**src/rtl/mac_accumulator_pkg.sv**
```systemverilog
// Shared constants for the MAC datapath: FSM state encodings and default widths.
// The future MAC top imports this alongside the accumulator.
package mac_accumulator_pkg;

  localparam int MAC_PROD_W = 4;
  localparam int MAC_ACC_W  = 8;

  localparam logic [1:0] ST_IDLE  = 2'd0;
  localparam logic [1:0] ST_ACCUM = 2'd1;
  localparam logic [1:0] ST_DONE  = 2'd2;

endpackage

```
**src/rtl/mac_product_counter.sv**
```systemverilog
// Counts accepted products for one accumulation.
// tc flags the enable cycle that accepts the last product.
module mac_product_counter #(
  parameter int N_PROD = 8,
  parameter int CNT_W  = $clog2(N_PROD + 1)
) (
  input  logic clk,
  input  logic rst,
  input  logic clr,
  input  logic en,
  output logic tc
);

  localparam logic [CNT_W-1:0] LAST = CNT_W'(N_PROD - 1);

  logic [CNT_W-1:0] count;

  always_ff @(posedge clk) begin
    if (rst || clr) count <= '0;
    else if (en)    count <= count + 1'b1;
  end

  assign tc = en && (count == LAST);

endmodule

```
**src/rtl/mac_accumulator.sv**
```systemverilog
// Sums N_PROD unsigned products into an ACC_W-bit accumulator, then pulses done.
// overflow is sticky across the operation and cleared only by an accepted start or reset.
module mac_accumulator
  import mac_accumulator_pkg::*;
#(
  parameter int PROD_W = MAC_PROD_W,
  parameter int ACC_W  = MAC_ACC_W,
  parameter int N_PROD = 8
) (
  input  logic              clk,
  input  logic              rst,
  input  logic              start,
  input  logic              prod_valid,
  input  logic [PROD_W-1:0] prod,
  output logic [ACC_W-1:0]  acc_out,
  output logic              busy,
  output logic              done,
  output logic              overflow
);

  logic [1:0]     state;
  logic           accept;
  logic           clr_cnt;
  logic           last;
  logic [ACC_W:0] sum;

  assign accept  = (state == ST_ACCUM) && prod_valid;
  assign clr_cnt = (state == ST_IDLE) && start;
  // Extra MSB is the carry out that feeds the sticky overflow.
  assign sum     = {1'b0, acc_out} + (ACC_W+1)'(prod);

  mac_product_counter #(
    .N_PROD (N_PROD)
  ) u_cnt (
    .clk (clk),
    .rst (rst),
    .clr (clr_cnt),
    .en  (accept),
    .tc  (last)
  );

  always_ff @(posedge clk) begin
    if (rst) begin
      state    <= ST_IDLE;
      acc_out  <= '0;
      busy     <= 1'b0;
      done     <= 1'b0;
      overflow <= 1'b0;
    end else begin
      case (state)
        ST_IDLE: begin
          done <= 1'b0;
          if (start) begin
            state    <= ST_ACCUM;
            acc_out  <= '0;
            overflow <= 1'b0;
            busy     <= 1'b1;
          end
        end
        ST_ACCUM: begin
          if (prod_valid) begin
            acc_out <= sum[ACC_W-1:0];
            if (sum[ACC_W]) overflow <= 1'b1;
            if (last) begin
              state <= ST_DONE;
              busy  <= 1'b0;
              done  <= 1'b1;
            end
          end
        end
        ST_DONE: begin
          state <= ST_IDLE;
          done  <= 1'b0;
        end
        default: begin
          state <= ST_IDLE;
          busy  <= 1'b0;
          done  <= 1'b0;
        end
      endcase
    end
  end

endmodule

```
**config.mk**
```make
export PLATFORM = sky130hd
export DESIGN_NAME = mac_accumulator
export DESIGN_NICKNAME = d
export VERILOG_FILES = /design/src/rtl/mac_accumulator_pkg.sv /design/src/rtl/mac_product_counter.sv /design/src/rtl/mac_accumulator.sv
export SDC_FILE = /design/constraint.sdc
export NUM_CORES = 1
export LEC_CHECK = 0
export ABC_CLOCK_PERIOD_IN_PS = 3600
export CORE_MARGIN = 3
export CORE_UTILIZATION = 45
export DETAILED_ROUTE_END_ITERATION = 12
export PLACE_DENSITY = 0.73
export SYNTH_ARGS = -nofsm -noshare
export SYNTH_HDL_FRONTEND = slang
export SYNTH_SLANG_ARGS = --single-unit
export TNS_END_PERCENT = 10
```
**constraint.sdc**
```tcl
create_clock -name clk -period 3.6 [get_ports clk]
set_clock_uncertainty 0.1 [all_clocks]
set_input_delay 0.36 -clock clk [delete_from_list [all_inputs] [get_ports clk]]
set_output_delay 0.36 -clock clk [all_outputs]
set_load 0.1 [all_outputs]
```
# After elaboration in Yosys (flattened, before gate mapping)
# Index checks and enable logic that the tools add are counted.
dict set report word_totals {
  wordCells 44
  output_inout_bits 11
  in_bits 8
  regBits 17
}
dict set report op_classes {
  n_eq_ne 7
  n_addsub 2
  muxes 15
  reduce_logical 12
  n_bitwise 2
}
# operator count
set ops {}
lappend ops {{two-way mux 8 bit} 2}
lappend ops {{case mux 8 bit (2 select lines)} 1}
lappend ops {{adder 8 x 4 -> 9 bit} 1}
lappend ops {{!= test 2 bit, second input constant} 4}
lappend ops {{AND reduction 4 bit} 2}
lappend ops {{two-way mux 1 bit} 6}
lappend ops {{two-way mux 2 bit} 3}
lappend ops {{AND reduction 3 bit} 2}
lappend ops {{adder 4 x 1 -> 4 bit, second input constant} 1}
lappend ops {{equality test 4 x 3 -> 1 bit, second input constant} 1}
lappend ops {{case mux 2 bit (2 select lines)} 1}
lappend ops {{logical AND 1 bit} 3}
lappend ops {{case mux 1 bit (3 select lines)} 1}
lappend ops {{equality test 2 x 1 -> 1 bit, second input constant} 1}
lappend ops {{equality test 2 bit, second input constant} 1}
lappend ops {{logical NOT 2 bit} 1}
lappend ops {{NOT 1 bit} 2}
lappend ops {{case mux 1 bit (2 select lines)} 1}
lappend ops {{AND reduction 2 bit} 1}
lappend ops {{nonzero test 2 bit} 1}
lappend ops {{OR reduction 2 bit} 1}
lappend ops {{logical OR 1 bit} 1}

# Longest topological paths before layout
dict set report depth {
  word_depth 6
  depth_mapped 6
  ltp_nobuf 6
}

# By module
# Synthesis repeated with hierarchy kept, for this count alone.
dict set report unflattened {
  cells_unflattened 99
  hier_area_um2 899.6
}
# mod cells_each seq_area_each_um2 n_inst area_each_um2
set modules_own_cells {}
lappend modules_own_cells {mac_accumulator 81 260.2 1 689.4}
lappend modules_own_cells {mac_product_counter 18 80.1 1 210.2}

# Least setup slack after synthesis
# Ideal clock, no wire load.
dict set report synth_path {
  kind {register to register}
  from {register acc_out[2]}
  to {register acc_out[7]}
  required_time_ns 3.430
  path_slack_ns 1.312
  synth_period_minus_slack_ns 2.288
  stages_incl_launch_ff 6
  setup_time_ns 0.070
  path_buffers 0
  arrival_ns 2.118
  cell_sequence {dfxtp_1 -> ha_1 -> o21a_1 -> a21oi_1 -> or4_1 -> a21oi_1}
}
dict set report synth_via {
  elab_chain_cells 3
}
# item line
set synth_lines {}
lappend synth_lines {{from (decl)} mac_accumulator.sv:15} ;# output logic [ACC_W-1:0] acc_out,
lappend synth_lines {{from (signal assigned)} mac_accumulator.sv:62} ;# acc_out <= sum[ACC_W-1:0];
lappend synth_lines {{adder 8 x 4 -> 9 bit} mac_accumulator.sv:30} ;# assign sum = {1'b0, acc_out} + (ACC_W+1)'(prod);
lappend synth_lines {{two-way mux 8 bit} mac_accumulator.sv:61} ;# if (prod_valid) begin
lappend synth_lines {{case mux 8 bit (2 select lines)} mac_accumulator.sv:50} ;# case (state)
# No other way between the ends. The select of a mux whose other input is x is not followed.
# A chain may end at the register's enable or synchronous reset.

# Worst setup path in the final report
dict set report layout_path {
  from {register acc_out[4]}
  to {output port acc_out[4]}
}
# No word-level cell between the ends.

==> flow_summary_export.csv <==
group,metric,value,unit
run_status,status,"completed",
floorplan,start_util,0.4824,
worst_setup_path,cp-start-kind,"register",
route,wl_per_cell,13.10,um
route,antenna_left,0,
cts,hold_buffers,0,
min_path,hp-class,"register to register",
yosys,synth_edf_count,0,
cts,cts-root-buf,"clkbuf_4",
timing,setup_violations,0,
timing,max_slew_margin,0.3506,
cells_and_area,layoutNonFillerInstCount,131,
timing,min_period,2.338,ns
yosys,syn_inst,88,
floorplan,dieArea,2426,um^2
worst_setup_path,path_buf_inv,1,
yosys,syn_nets,102,
cts,cts_made_buffers,3,
worst_setup_path,worstPathCellList,"clkdlybuf4s50_1",
route,drcViolationCount,0,
worst_setup_path,cp_top_family,"buffers and inverters",
floorplan,fp.coreArea,1745,um^2
global_route,grt_overflow,0,
yosys,synth_area,842.1,um^2
yosys,synth-seq-area-share,0.4042,
route,via_count,713,
global_route,grt_max_degree,13,
timing,hold_violations,0,
timing,final.setup.worst_slack,1.262,ns
global_route,grt_pass1_vias,710,
cts,clockBufferDepth,2,
yosys,netlist_top_cells_area,"dfxtp_1 40%, ha_1 7.4%, nor2_1 4.0%",
cells_and_area,nets,121,
timing,fin_tns_setup,0,ns
pwr,p_leak,0.0004053,uW
yosys,synth_most_common_cell,"dfxtp_1",
cts,postCtsResizedCells,0,
timing,rsz0062_at_grt,"false",
worst_setup_path,path_class,"register to output port",
place,gp_congestion,0.6914,
yosys,asyncSetResetFlopFracSynth,0,
cts,cts.sinks,17,
yosys,ys_types,36,
route,drt-total-wl,1716,um
global_route,grt_pass1_wl,2987,um
place,dp_worst_setup_slack,1.244,ns
route,drtPass1Iterations,4,
place,io_buffer_count,18,
global_route,antenna_found_initial,0,
cts,clk_latency,0.29,ns
cells_and_area,syn2layout_area_growth,25.11,%
cts,clkSlewWorstSetupHoldPaths,0.09,ns
route,routed_via_density,5.443,
yosys,synth-seq-cells,17,
yosys,syn_avg_cell_area,9.569,um^2
yosys,synth_flop_cell,"dfxtp_1",
timing,fin_crit_sh,0.6494,
worst_setup_path,crit_fanout,6,
timing,clock.fmax,427.7,MHz
timing,final_max_slew_viol_count,0,
cts,h-tree-depth,1,
yosys,yosysTopAreaCell,"dfxtp_1",
worst_setup_path,slowest_stage,"clkdlybuf4s50_1",
floorplan,die_h,49.26,um
floorplan,die_w,49.26,um
worst_setup_path,end_kind,"output port",
job,maxCapViolations,0,
place,post-place-cells,127,
worst_setup_path,arrival,1.88,ns
cells_and_area,diodes,0,
floorplan,io_pins,19,
route,drtIter0Drc,5,
cts,cts_tree,"built",
global_route,track_usage,0.1598,
yosys,yosys_warnings,0,
floorplan,rows,15,
worst_setup_path,cpPeakStageDelay,1.16,ns
cts,post-cts-setup-buffer-count,0,
yosys,synth_top_area_frac,0.4042,
worst_setup_path,worstPathRequired,3.14,ns
pwr,peakVddDrop,0.2630,mV
yosys,ys_top_cells_by_count,"17 x dfxtp_1, 9 x nor2_1, 6 x a21oi_1",
timing,worst_pin_slew,0.9711,ns
pwr,power_density,356.8,nW/um^2
cells_and_area,drive_gt1_frac,0.06604,
[power by group]
| part | internal (uW) | total [uW] | switching (uW) |
|---|---|---|---|
| Sequential | 193 | 198 | 4.83 |
| Clock | 43.1 | 101 | 58.0 |
| Combinational | 27.5 | 77.0 | 49.5 |
| Total | 264 | 376 | 112 |
[layer usage]
layer / up-vias / part of all wire / track usage / wire length, um
met1: 337 / 0.42 / 0.1679 / 726
li1: 357 / - / - / -
met4: 0 / 0.012 / 0.04265 / 20
met5: - / 0 / 0 / 0
met3: 5 / 0.051 / 0.06422 / 88
met2: 14 / 0.51 / 0.2902 / 880
[flip-flops by register name, indices dropped and copies added (netlist names)]
register	cells
acc_out	8
busy	1
done	1
overflow	1
state	2
u_cnt.count	4
[metrics by stage]
step	utilization	total power, uW	cell area, um^2	hold WS [ns]
final	0.6036	375.9	1054	0.4071
after global routing	0.6036	396.0	1054	0.4276
after CTS	0.6036	380.8	1054	0.4156
after detailed placement	0.5885	279.0	1027	0.3933
after global placement	0.5885	277.3	1027	0.3816
after floorplan	-	259.4	842.1	0.3704
[placed cells by master (no fill, tap or decap), types with 2 or more instances in the layout]
cell type,n
clkdlybuf4s50_1,18
dfxtp_1,17
nor2_1,9
a21oi_1,6
ha_1,5
nand2_1,4
xor2_1,3
a22oi_1,3
o31ai_1,3
clkbuf_4,3
nor2b_1,2
o21ai_0,2
nor3_1,2
a211o_1,2
or4_1,2
nor3b_1,2
a21o_1,2
mux2i_1,2
or3_1,2
[kinds of logic after synthesis]
group / Yosys count / share of synthesized area
fa+ha+maj: 6 / 0.09807
xor+xnor: 4 / 0.04161
flops: 17 / 0.4042
compound gates: 22 / 0.1828
simple gates: 32 / 0.2140
buf+inv: 5 / 0.03566
mux: 2 / 0.02378
[layout make-up]
class                   instances  area, um^2
fillers                       174       691.9
multi-input cells              66       471.7
flip-flops and latches         17       340.3
repair buffers                 18       180.2
well taps                      25       31.28
clock buffers                   4       26.28
inverters                       1       3.754
[final timing paths]
| kind | from | to | slack, ns | cells after the start |
|---|---|---|---|---|
| setup / recovery | acc_out[4] | acc_out[4] | 1.26 | 1 |
| hold reg to reg | acc_out[6] | acc_out[6] | 0.41 | 2 |
| hold / removal | acc_out[6] | acc_out[6] | 0.41 | 2 |
| setup reg to reg | acc_out[0] | overflow | 1.72 | 6 |
No activity file was read; power rests on OpenSTA's default activity.
